$ cat src/rtl/mem_burst_reader.sv
// Burst reader: fetches up to 16 consecutive 16-bit words from a synchronous memory into a 256-bit word.
// Optional macro MEM_READ_PIPELINE_EN issues one read per cycle instead of one read every two cycles.
module mem_burst_reader (
    input  logic         clock,
    input  logic         reset_n,
    input  logic         start,
    input  logic [15:0]  address,
    input  logic [15:0]  len,
    output logic [255:0] q,
    output logic         done,
    output logic         busy,
    output logic         mem_rd_en,
    output logic [15:0]  mem_addr,
    input  logic [15:0]  mem_rdata
);

    localparam int unsigned DATA_W    = 16;
    localparam int unsigned ADDR_W    = 16;
    localparam int unsigned MAX_WORDS = 16;
    localparam int unsigned CNT_W     = 5;
    localparam int unsigned Q_W       = DATA_W * MAX_WORDS;

    typedef enum logic [1:0] {
        IDLE = 2'd0,
        READ = 2'd1,
        DONE = 2'd2
    } state_t;

    state_t             state_q,     state_d;
    logic [Q_W-1:0]     q_q,         q_d;
    logic               done_q,      done_d;
    logic               busy_q,      busy_d;
    logic               rd_en_q,     rd_en_d;
    logic [ADDR_W-1:0]  addr_q,      addr_d;
    logic [CNT_W-1:0]   n_q,         n_d;
    logic [CNT_W-1:0]   issue_cnt_q, issue_cnt_d;
    logic [CNT_W-1:0]   rcv_cnt_q,   rcv_cnt_d;
    logic               valid_q,     valid_d;

    logic [CNT_W-1:0]   eff_n_c;
    logic [7:0]         word_lsb_c;
    logic               last_c;

    // Clamp the requested length to the 16-word capacity of q.
    always_comb begin
        if (len == 16'd0) begin
            eff_n_c = CNT_W'(0);
        end else if (len > 16'(MAX_WORDS)) begin
            eff_n_c = CNT_W'(MAX_WORDS);
        end else begin
            eff_n_c = len[CNT_W-1:0];
        end
    end

    assign word_lsb_c = {4'd15 - rcv_cnt_q[3:0], 4'd0};
    assign last_c     = (CNT_W'(rcv_cnt_q + CNT_W'(1)) == n_q);

    always_comb begin
        state_d     = state_q;
        q_d         = q_q;
        done_d      = done_q;
        busy_d      = busy_q;
        rd_en_d     = rd_en_q;
        addr_d      = addr_q;
        n_d         = n_q;
        issue_cnt_d = issue_cnt_q;
        rcv_cnt_d   = rcv_cnt_q;
        valid_d     = 1'b0;

        case (state_q)
            IDLE: begin
                if (start) begin
                    state_d     = READ;
                    q_d         = '0;
                    done_d      = 1'b0;
                    busy_d      = 1'b1;
                    n_d         = eff_n_c;
                    rcv_cnt_d   = CNT_W'(0);
                    issue_cnt_d = CNT_W'(0);
                    if (eff_n_c != CNT_W'(0)) begin
                        rd_en_d     = 1'b1;
                        addr_d      = address;
                        issue_cnt_d = CNT_W'(1);
                    end
                end
            end

            READ: begin
                if (!start) begin
                    // Abort: in-flight data is dropped because valid_d stays 0.
                    state_d = IDLE;
                    rd_en_d = 1'b0;
                    busy_d  = 1'b0;
                    done_d  = 1'b0;
                end else if (n_q == CNT_W'(0)) begin
                    state_d = DONE;
                    done_d  = 1'b1;
                    busy_d  = 1'b0;
                end else begin
                    valid_d = rd_en_q;
`ifdef MEM_READ_PIPELINE_EN
                    if (issue_cnt_q < n_q) begin
                        rd_en_d     = 1'b1;
                        addr_d      = ADDR_W'(addr_q + ADDR_W'(1));
                        issue_cnt_d = CNT_W'(issue_cnt_q + CNT_W'(1));
                    end else begin
                        rd_en_d = 1'b0;
                    end
`else
                    if (valid_q && !last_c) begin
                        rd_en_d     = 1'b1;
                        addr_d      = ADDR_W'(addr_q + ADDR_W'(1));
                        issue_cnt_d = CNT_W'(issue_cnt_q + CNT_W'(1));
                    end else begin
                        rd_en_d = 1'b0;
                    end
`endif
                    if (valid_q) begin
                        q_d[word_lsb_c +: DATA_W] = mem_rdata;
                        rcv_cnt_d = CNT_W'(rcv_cnt_q + CNT_W'(1));
                        if (last_c) begin
                            state_d = DONE;
                            done_d  = 1'b1;
                            busy_d  = 1'b0;
                            rd_en_d = 1'b0;
                            valid_d = 1'b0;
                        end
                    end
                end
            end

            DONE: begin
                if (!start) begin
                    state_d = IDLE;
                    done_d  = 1'b0;
                end
            end

            default: begin
                state_d = IDLE;
                rd_en_d = 1'b0;
                busy_d  = 1'b0;
                done_d  = 1'b0;
            end
        endcase
    end

    always_ff @(posedge clock or negedge reset_n) begin
        if (!reset_n) begin
            state_q     <= IDLE;
            q_q         <= '0;
            done_q      <= 1'b0;
            busy_q      <= 1'b0;
            rd_en_q     <= 1'b0;
            addr_q      <= '0;
            n_q         <= '0;
            issue_cnt_q <= '0;
            rcv_cnt_q   <= '0;
            valid_q     <= 1'b0;
        end else begin
            state_q     <= state_d;
            q_q         <= q_d;
            done_q      <= done_d;
            busy_q      <= busy_d;
            rd_en_q     <= rd_en_d;
            addr_q      <= addr_d;
            n_q         <= n_d;
            issue_cnt_q <= issue_cnt_d;
            rcv_cnt_q   <= rcv_cnt_d;
            valid_q     <= valid_d;
        end
    end

    assign q         = q_q;
    assign done      = done_q;
    assign busy      = busy_q;
    assign mem_rd_en = rd_en_q;
    assign mem_addr  = addr_q;

endmodule

$ cat config.mk
export PLATFORM = sky130hd
export DESIGN_NAME = mem_burst_reader
export DESIGN_NICKNAME = d
export VERILOG_FILES = /design/src/rtl/mem_burst_reader.sv
export SDC_FILE = /design/constraint.sdc
export NUM_CORES = 1
export LEC_CHECK = 0
export BUFFER_PORTS_ARGS = -buffer_cell sky130_fd_sc_hd__buf_2
export CORE_ASPECT_RATIO = 1.5
export CORE_MARGIN = 1.5
export CORE_UTILIZATION = 50
export CTS_CLUSTER_SIZE = 16
export DETAILED_ROUTE_END_ITERATION = 16
export GPL_TIMING_DRIVEN = 0
export PLACE_DENSITY = 0.77
export SLEW_MARGIN = 20
export SYNTH_ARGS = -nofsm -noshare
export SYNTH_HDL_FRONTEND = slang
export SYNTH_SLANG_ARGS = --single-unit
$ cat constraint.sdc
create_clock -name clock -period 4.5 [get_ports clock]
set_clock_uncertainty 0.05 [all_clocks]
set_input_delay 0.45 -clock clock [delete_from_list [all_inputs] [get_ports clock]]
set_output_delay 0.45 -clock clock [all_outputs]
set_load 0.05 [all_outputs]
==> run_summary.xml, run 1 <==
<?xml version="1.0" encoding="UTF-8"?>
<metrics>
  <group name="synth">
    <metric name="synth_async_sr_flop_share" unit="">1.000</metric>
    <metric name="portion_of_synthesized_cell_area_occupied_by_the_leading_cell_type" unit="">0.6119</metric>
    <metric name="yosysMostFrequentCell" unit="">dfrtp_1</metric>
    <metric name="synth_top_cell_by_area" unit="">dfrtp_1</metric>
    <metric name="syn_nets" unit="">967</metric>
    <metric name="number_of_enable_type_register_cells_in_the_synthesized_netlist" unit="">0</metric>
    <metric name="synthesis.instances" unit="">912</metric>
    <metric name="avgSynthCellArea" unit="um2">12.87</metric>
    <metric name="area_of_the_mapped_netlist" unit="um2">11740</metric>
    <metric name="distinct_cell_type_count_after_synthesis" unit="">66</metric>
    <metric name="synthFlopType" unit="">dfrtp_1</metric>
    <metric name="synth.ff_latch_count" unit="">287</metric>
    <metric name="post_synth_most_frequent_cells" unit="">dfrtp_1 (287), a22o_1 (261), nand2_1 (40)</metric>
    <metric name="seq_area_frac_synth" unit="">0.6119</metric>
    <metric name="synthesis.yosys.warnings" unit="">0</metric>
    <metric name="synth.top_cells.by_area" unit="">dfrtp_1 (61%), a22o_1 (19%), and2_1 (1.3%)</metric>
  </group>
  <group name="clocking">
    <metric name="h_tree_depth_reported_by_cts" unit="">1</metric>
    <metric name="clockRootBuffer" unit="">clkbuf_16</metric>
    <metric name="cts-root-to-sink-buffers" unit="">3</metric>
    <metric name="clock_tree_from_tritoncts" unit="">done</metric>
    <metric name="clkTransAtPathRegs" unit="ns">0.07</metric>
    <metric name="cts.sinks" unit="">287</metric>
    <metric name="clock_latency" unit="ns">0.54</metric>
    <metric name="cts_made_buffers" unit="">27</metric>
  </group>
  <group name="global_route">
    <metric name="grt_pass1_wl" unit="um">54210</metric>
    <metric name="first_global_vias" unit="">9188</metric>
    <metric name="number_of_antenna_violations_at_the_first_check_in_global_routing" unit="">0</metric>
    <metric name="grt_overflow" unit="">0</metric>
    <metric name="grt_start_max_net_pins" unit="">99</metric>
    <metric name="grt_usage" unit="">0.2870</metric>
  </group>
  <group name="routing">
    <metric name="drc" unit="">0</metric>
    <metric name="drt-initial-drc-count" unit="">705</metric>
    <metric name="routed_via_density" unit="">6.113</metric>
    <metric name="routed_wire_length_per_instance" unit="um">22.95</metric>
    <metric name="dr.pass1.iters" unit="">5</metric>
    <metric name="ant_nets" unit="">0</metric>
    <metric name="via_total_after_detailed_routing" unit="">9713</metric>
    <metric name="totalWireLength" unit="um">36460</metric>
  </group>
  <group name="timing">
    <metric name="finalSetupTns" unit="ns">0</metric>
    <metric name="timing.fmax" unit="GHz">0.3298</metric>
    <metric name="worst_slew_pin_slew" unit="ns">1.064</metric>
    <metric name="timing.final.crit_period" unit="ns">3.033</metric>
    <metric name="timing_hold_violations_final" unit="">0</metric>
    <metric name="grt_setup_unrepaired" unit="">false</metric>
    <metric name="final-max-slew-violation-count" unit="">0</metric>
    <metric name="hold-worst-slack" unit="ns">0.09973</metric>
    <metric name="final-setup-viol-count" unit="">0</metric>
    <metric name="timing.slew.headroom" unit="">0.2874</metric>
    <metric name="min_period_over_period" unit="">0.6739</metric>
  </group>
  <group name="critical_path">
    <metric name="critical_path.max_fanout" unit="">10</metric>
    <metric name="setup.reg_to_reg.worst_slack" unit="ns">1.47</metric>
    <metric name="timing.rr.start" unit="">rcv_cnt_q[1]$_DFFE_PN0P_</metric>
    <metric name="setup.worst_path.start_class" unit="">flip-flop</metric>
    <metric name="crit_type" unit="">reg -&gt; reg</metric>
    <metric name="worstPathArrival" unit="ns">3.46</metric>
    <metric name="worst_setup_path_end_kind" unit="">flip-flop</metric>
    <metric name="critical_path_required" unit="ns">4.92</metric>
    <metric name="rr_endpoint" unit="">q[72]$_DFFE_PN0P_</metric>
    <metric name="ff2ff_path_depth" unit="">7</metric>
  </group>
  <group name="placed_design">
    <metric name="dpl.hpwl" unit="um">25690</metric>
    <metric name="dpl-instance-area" unit="um2">13740</metric>
    <metric name="gp_congestion" unit="">0.8884</metric>
    <metric name="post-place-cells" unit="">1538</metric>
    <metric name="port_buffers" unit="">309</metric>
  </group>
  <group name="die">
    <metric name="rows" unit="">68</metric>
    <metric name="area_enclosed_by_the_die_boundary" unit="um2">24420</metric>
    <metric name="num_io_pins" unit="">326</metric>
    <metric name="die-width" unit="um">128.1</metric>
    <metric name="core-area" unit="um2">23060</metric>
    <metric name="start_util" unit="">0.5091</metric>
    <metric name="die_h" unit="um">190.7</metric>
  </group>
  <group name="layout">
    <metric name="seq_area" unit="um2">7182</metric>
    <metric name="num-nets-final" unit="">1308</metric>
    <metric name="antennaDiodeCount" unit="">0</metric>
    <metric name="final_instance_area" unit="um2">14760</metric>
    <metric name="filler_cell_count" unit="">1827</metric>
    <metric name="flow.area_growth_from_synthesis" unit="%">25.77</metric>
    <metric name="multi_input_comb_area" unit="um2">4083</metric>
    <metric name="final_std_cells_w_o_fill" unit="">1589</metric>
    <metric name="final_util" unit="">0.6402</metric>
    <metric name="drive_gt1_frac" unit="">0.3454</metric>
  </group>
  <group name="worst_hold_path">
    <metric name="hold_sp" unit="">len[1]</metric>
    <metric name="hold_path_end" unit="">n_q[1]$_DFFE_PN0P_</metric>
    <metric name="worst_hold_path.num_cells" unit="">2</metric>
    <metric name="hp-class" unit="">in -&gt; reg</metric>
  </group>
  <group name="power_and_ir_drop">
    <metric name="power.density_cell_area" unit="nW/um2">487.5</metric>
    <metric name="power.leakage" unit="nW">7.813</metric>
    <metric name="ir_drop" unit="mV">0.4721</metric>
  </group>
  <group name="run">
    <metric name="max-cap-violations" unit="">0</metric>
  </group>
  <group name="outcome">
    <metric name="outcome" unit="">complete, no violations</metric>
  </group>
</metrics>
==> per-stage QoR <==
step / setup slack [ns] / power [mW]
3_3_place_gp: -2.196 / 4.599
3_5_place_dp: 1.534 / 4.636
2_1_floorplan: 2.052 / 4.053
4_1_cts: 1.523 / 7.202
5_1_grt: 1.337 / 7.460
6_report: 1.467 / 7.197
==> layout by cell type, fill, tap and decap left out, drive strengths merged, types with 5 or more instances in the layout <==
master / instances
o31ai: 7
clkbuf: 57
nor2: 20
o2bb2ai: 5
clkinv: 5
xor2: 5
o21ai: 30
inv: 8
buf: 375
nand2b: 11
a21oi: 7
nor4: 8
a32o: 7
nor2b: 5
nand2: 46
dfrtp: 287
bufinv: 7
a22o: 261
nand4: 11
nor3: 12
and2: 25
nand3: 8
==> cells by family after synthesis <==
family,synth area share
xor+xnor,0.005970
compound gates,0.2536
fa+ha+maj,0.004264
mux,0.0009593
buf+inv,0.04029
flops,0.6119
simple gates,0.08304
==> power by group <==
part	switching [mW]	internal, mW	leakage [nW]	total (mW)
sequential	0.129	2.68	3.97	2.81
combinational	1.35	0.453	3.36	1.81
clock	1.05	1.54	0.482	2.58
total	2.53	4.67	7.81	7.20
==> registers in the layout (all words and copies together) (netlist names) <==
| register | flops |
|---|---|
| n_q | 5 |
| rcv_cnt_q | 5 |
| busy | 1 |
| mem_rd_en | 1 |
| q | 256 |
| state_q | 2 |
| mem_addr | 16 |
| valid_q | 1 |
==> worst max-delay path: stages, from the launching register on <==
cell and delay [ns]:
dfrtp_1 0.39, clkbuf_1 0.32, inv_1 0.14, ha_1 0.40, nand2b_1 0.28, nor3_1 0.82, buf_2 0.37, a22o_1 0.18
==> cell type report <==
class / instances / area share
timing repair buffer: 312 / 0.1098
buffer: 91 / 0.03102
inverter: 4 / 0.001017
sequential: 287 / 0.4865
clock buffer: 30 / 0.04721
clock inverter: 20 / 0.02111
tap: 315 / 0.02670
multi-input combinational: 530 / 0.2766
==> worst max-delay path by stage <==
stage               depth (start not counted)                       end  slack [ns]                     start
CTS                                         7         q[72]$_DFFE_PN0P_        1.52  rcv_cnt_q[0]$_DFFE_PN0P_
floorplan                                  10  mem_addr[12]$_DFFE_PN0P_        2.05  rcv_cnt_q[0]$_DFFE_PN0P_
detailed placement                          7         q[72]$_DFFE_PN0P_        1.53  rcv_cnt_q[0]$_DFFE_PN0P_
global route                                9        q[174]$_DFFE_PN0P_        1.34  rcv_cnt_q[1]$_DFFE_PN0P_
global placement                            1          q[7]$_DFFE_PN0P_       -2.20                   reset_n
finish                                      7         q[72]$_DFFE_PN0P_        1.47  rcv_cnt_q[1]$_DFFE_PN0P_
==> what timing repair did <==
| action | CTS | global route |
|---|---|---|
| hold endpoints to repair | 95 | 0 |
| hold buffers | 1 | 0 |
| endpoints found under the setup margin | 0 | 0 |
| gates resized for setup | 0 | 0 |
| buffers inserted | 0 | 0 |
==> metal layers <==
layer  track usage  wire length (um)  vias up
li1              -                 -     4156
met1        0.3678             14410     4985
met2        0.4801             17900      477
met3       0.04574              2591       95
met4        0.1288              1569        0
met5             0                 0        -
Note: power is estimated with default switching activity, not from simulation.
==> run 2, diff against run 1 <==
ABC_AREA = 1   (was not set)
CORE_UTILIZATION = 48   (was 50)
clock period = 2.7 ns   (was 4.5 ns; I/O delays follow)
==> run_summary.xml, run 2 <==
<?xml version="1.0" encoding="UTF-8"?>
<metrics>
  <group name="outcome">
    <metric name="outcome" unit="">complete, no violations</metric>
  </group>
  <group name="clocking">
    <metric name="cts_made_buffers" unit="">27</metric>
    <metric name="clock_tree_from_tritoncts" unit="">done</metric>
    <metric name="clkTransAtPathRegs" unit="ns">0.06</metric>
    <metric name="cts-root-to-sink-buffers" unit="">3</metric>
    <metric name="cts_setup_buffers" unit="">0</metric>
    <metric name="clock_latency" unit="ns">0.54</metric>
    <metric name="h_tree_depth_reported_by_cts" unit="">1</metric>
    <metric name="cts.sinks" unit="">287</metric>
    <metric name="clockRootBuffer" unit="">clkbuf_16</metric>
  </group>
  <group name="layout">
    <metric name="flow.area_growth_from_synthesis" unit="%">25.86</metric>
    <metric name="num-nets-final" unit="">1747</metric>
    <metric name="final_cell_mix" unit="">buf_2 (340), dfrtp_1 (287), inv_1 (270)</metric>
    <metric name="drive_gt1_frac" unit="">0.2764</metric>
    <metric name="multi_input_comb_area" unit="um2">3836</metric>
    <metric name="final_util" unit="">0.6198</metric>
    <metric name="seq_area" unit="um2">7182</metric>
    <metric name="final_common_cell" unit="">buf_2</metric>
    <metric name="largest_register_ff_count" unit="">256</metric>
    <metric name="filler_cell_count" unit="">2178</metric>
  </group>
  <group name="timing">
    <metric name="timing.slew.headroom" unit="">0.6014</metric>
    <metric name="grt_setup_unrepaired" unit="">false</metric>
    <metric name="finalSetupTns" unit="ns">0</metric>
    <metric name="timing.final.crit_period" unit="ns">2.546</metric>
    <metric name="worst_slew_pin_slew" unit="ns">0.5933</metric>
    <metric name="final-setup-viol-count" unit="">0</metric>
    <metric name="min_period_over_period" unit="">0.9428</metric>
    <metric name="timing.fmax" unit="GHz">0.3928</metric>
    <metric name="timing_hold_violations_final" unit="">0</metric>
    <metric name="final-max-slew-violation-count" unit="">0</metric>
  </group>
  <group name="die">
    <metric name="area_enclosed_by_the_die_boundary" unit="um2">26880</metric>
    <metric name="core-area" unit="um2">25230</metric>
    <metric name="start_util" unit="">0.4924</metric>
    <metric name="die-width" unit="um">134.4</metric>
    <metric name="num_io_pins" unit="">326</metric>
    <metric name="die_h" unit="um">200.0</metric>
    <metric name="rows" unit="">71</metric>
  </group>
  <group name="synth">
    <metric name="area_of_the_mapped_netlist" unit="um2">12420</metric>
    <metric name="yosysMostFrequentCell" unit="">dfrtp_1</metric>
    <metric name="synthesis.instances" unit="">1321</metric>
    <metric name="synth_top_cell_by_area" unit="">dfrtp_1</metric>
    <metric name="distinct_cell_type_count_after_synthesis" unit="">37</metric>
    <metric name="synth.top_cells.by_area" unit="">dfrtp_1 (58%), o22ai_1 (11%), inv_1 (8.2%)</metric>
    <metric name="synth_async_sr_flop_share" unit="">1.000</metric>
    <metric name="synthFlopType" unit="">dfrtp_1</metric>
    <metric name="post_synth_most_frequent_cells" unit="">dfrtp_1 (287), inv_1 (270), nand2_1 (231)</metric>
    <metric name="synthesis.yosys.warnings" unit="">0</metric>
    <metric name="synth.ff_latch_count" unit="">287</metric>
    <metric name="portion_of_synthesized_cell_area_occupied_by_the_leading_cell_type" unit="">0.5781</metric>
    <metric name="avgSynthCellArea" unit="um2">9.404</metric>
    <metric name="number_of_enable_type_register_cells_in_the_synthesized_netlist" unit="">0</metric>
    <metric name="syn_nets" unit="">1376</metric>
    <metric name="seq_area_frac_synth" unit="">0.5781</metric>
  </group>
  <group name="routing">
    <metric name="routed_via_density" unit="">5.472</metric>
    <metric name="drc" unit="">0</metric>
    <metric name="ant_nets" unit="">0</metric>
    <metric name="drt-initial-drc-count" unit="">781</metric>
    <metric name="via_total_after_detailed_routing" unit="">11185</metric>
    <metric name="routed_wire_length_per_instance" unit="um">19.23</metric>
    <metric name="dr.pass1.iters" unit="">5</metric>
    <metric name="totalWireLength" unit="um">39310</metric>
  </group>
  <group name="global_route">
    <metric name="grt_pass1_wl" unit="um">59350</metric>
    <metric name="grt_start_max_net_pins" unit="">105</metric>
    <metric name="first_global_vias" unit="">10904</metric>
    <metric name="grt_usage" unit="">0.2852</metric>
    <metric name="number_of_antenna_violations_at_the_first_check_in_global_routing" unit="">4</metric>
    <metric name="grt_overflow" unit="">0</metric>
  </group>
  <group name="placed_design">
    <metric name="dpl.hpwl" unit="um">28850</metric>
    <metric name="gp_congestion" unit="">0.9262</metric>
    <metric name="port_buffers" unit="">325</metric>
  </group>
  <group name="worst_hold_path">
    <metric name="hold_sp" unit="">address[2]</metric>
    <metric name="hp-class" unit="">in -&gt; reg</metric>
  </group>
  <group name="power_and_ir_drop">
    <metric name="post-layout-total-power" unit="mW">16.74</metric>
    <metric name="ir_drop" unit="mV">0.8414</metric>
    <metric name="power.density_cell_area" unit="nW/um2">1070</metric>
    <metric name="power.leakage" unit="nW">7.874</metric>
  </group>
  <group name="critical_path">
    <metric name="crit_type" unit="">reg -&gt; reg</metric>
    <metric name="worstPathArrival" unit="ns">2.95</metric>
    <metric name="critical_path.max_fanout" unit="">10</metric>
    <metric name="worst_setup_path_end_kind" unit="">flip-flop</metric>
    <metric name="timing.rr.start" unit="">rcv_cnt_q[0]$_DFFE_PN0P_</metric>
    <metric name="crit_path_start" unit="">rcv_cnt_q[0]$_DFFE_PN0P_</metric>
    <metric name="critical_path_required" unit="ns">3.10</metric>
    <metric name="setup.worst_path.start_class" unit="">flip-flop</metric>
  </group>
  <group name="run">
    <metric name="max-cap-violations" unit="">0</metric>
  </group>
</metrics>
[run 2: cell types whose count changed in the layout (fill, tap and decap cells not counted), moves of 27 or more]
cell / previous run / this run
o21ai_1: 3 / 31
o22ai_1: 0 / 227
nand3_1: 8 / 40
nor3_1: 10 / 37
inv_1: 4 / 270
nand2_1: 40 / 231
a22o_1: 261 / 0
[run 2: routing by layer]
layer	global-route usage	part of all wire	vias to the layer above
met2	0.4959	0.51	513
met4	0.1262	0.045	2
li1	-	-	5119
met3	0.05379	0.074	106
met1	0.3458	0.38	5445
met5	0	0.00025	-
[run 2: cell type report]
class                   instances  area share
diodes                          5   0.0008002
plain buffers                  57     0.02297
clock buffers                  38     0.04905
clock inverters                10     0.01000
inverters                     279     0.06738
multi-input cells             698      0.2453
flip-flops and latches        287      0.4593
well taps                     328     0.02625
repair buffers                342      0.1189
[run 2: kinds of logic (layout without fill, tap and decap cells)]
group                      count (synthesis)  after routing  share of synthesized area
AOI/OAI and AO/OA                        301            301                     0.1579
buffers and inverters                    336            726                     0.1131
adders and majority gates                  4              4                   0.004029
other                                      0              5                          0
and+or+nand+nor                          389            389                     0.1440
DFF                                      287            287                     0.5781
xor gates and xnor gates                   4              4                   0.002821
[run 2: report_power, final]
group / internal, mW / switching, mW
clock: 2.36 / 1.63
sequential: 4.91 / 0.500
combinational: 1.78 / 5.56
[run 2: final timing paths]
kind,cells after the start,slack (ns),end
worst min-delay path,5,0.03,mem_addr[2]$_DFFE_PN0P_
worst max register to register,8,0.15,q[24]$_DFFE_PN0P_
worst max-delay path,8,0.15,q[24]$_DFFE_PN0P_
min in group asynchronous,2,0.12,mem_addr[1]$_DFFE_PN0P_
worst min register to register,2,0.42,busy$_DFFE_PN0P_
max in group asynchronous,4,1.42,q[223]$_DFFE_PN0P_
[run 2: what timing repair did]
item,CTS,global route
hold buffers,14,0
endpoints found under the hold margin,224,0
gates resized for setup,0,4
setup endpoints to repair,0,36
[run 2: stage by stage]
| step | setup slack (ns) | cell area (um2) | hold WS, ns | instances |
|---|---|---|---|---|
| 2_1_floorplan | 0.7161 | 12420 | -0.07559 | 1321 |
| 3_3_place_gp | -3.809 | 14460 | 0.4035 | 1974 |
| 3_5_place_dp | 0.08327 | 14550 | 0.09504 | 1977 |
| 4_1_cts | 0.03465 | 15620 | 0.005456 | 2039 |
| 5_1_grt | 0.03601 | 15630 | 0.05311 | 2041 |
| 6_report | 0.1545 | 15640 | 0.02922 | 2044 |
[run 2: worst max-delay path, cell delays in order (launching register included)]
cell,delay [ns]
dfrtp_1,0.47
inv_1,0.14
ha_1,0.42
clkbuf_4,0.27
clkinvlp_4,0.18
clkbuf_2,0.26
nor3_1,0.34
nand2_1,0.16
o22ai_1,0.15
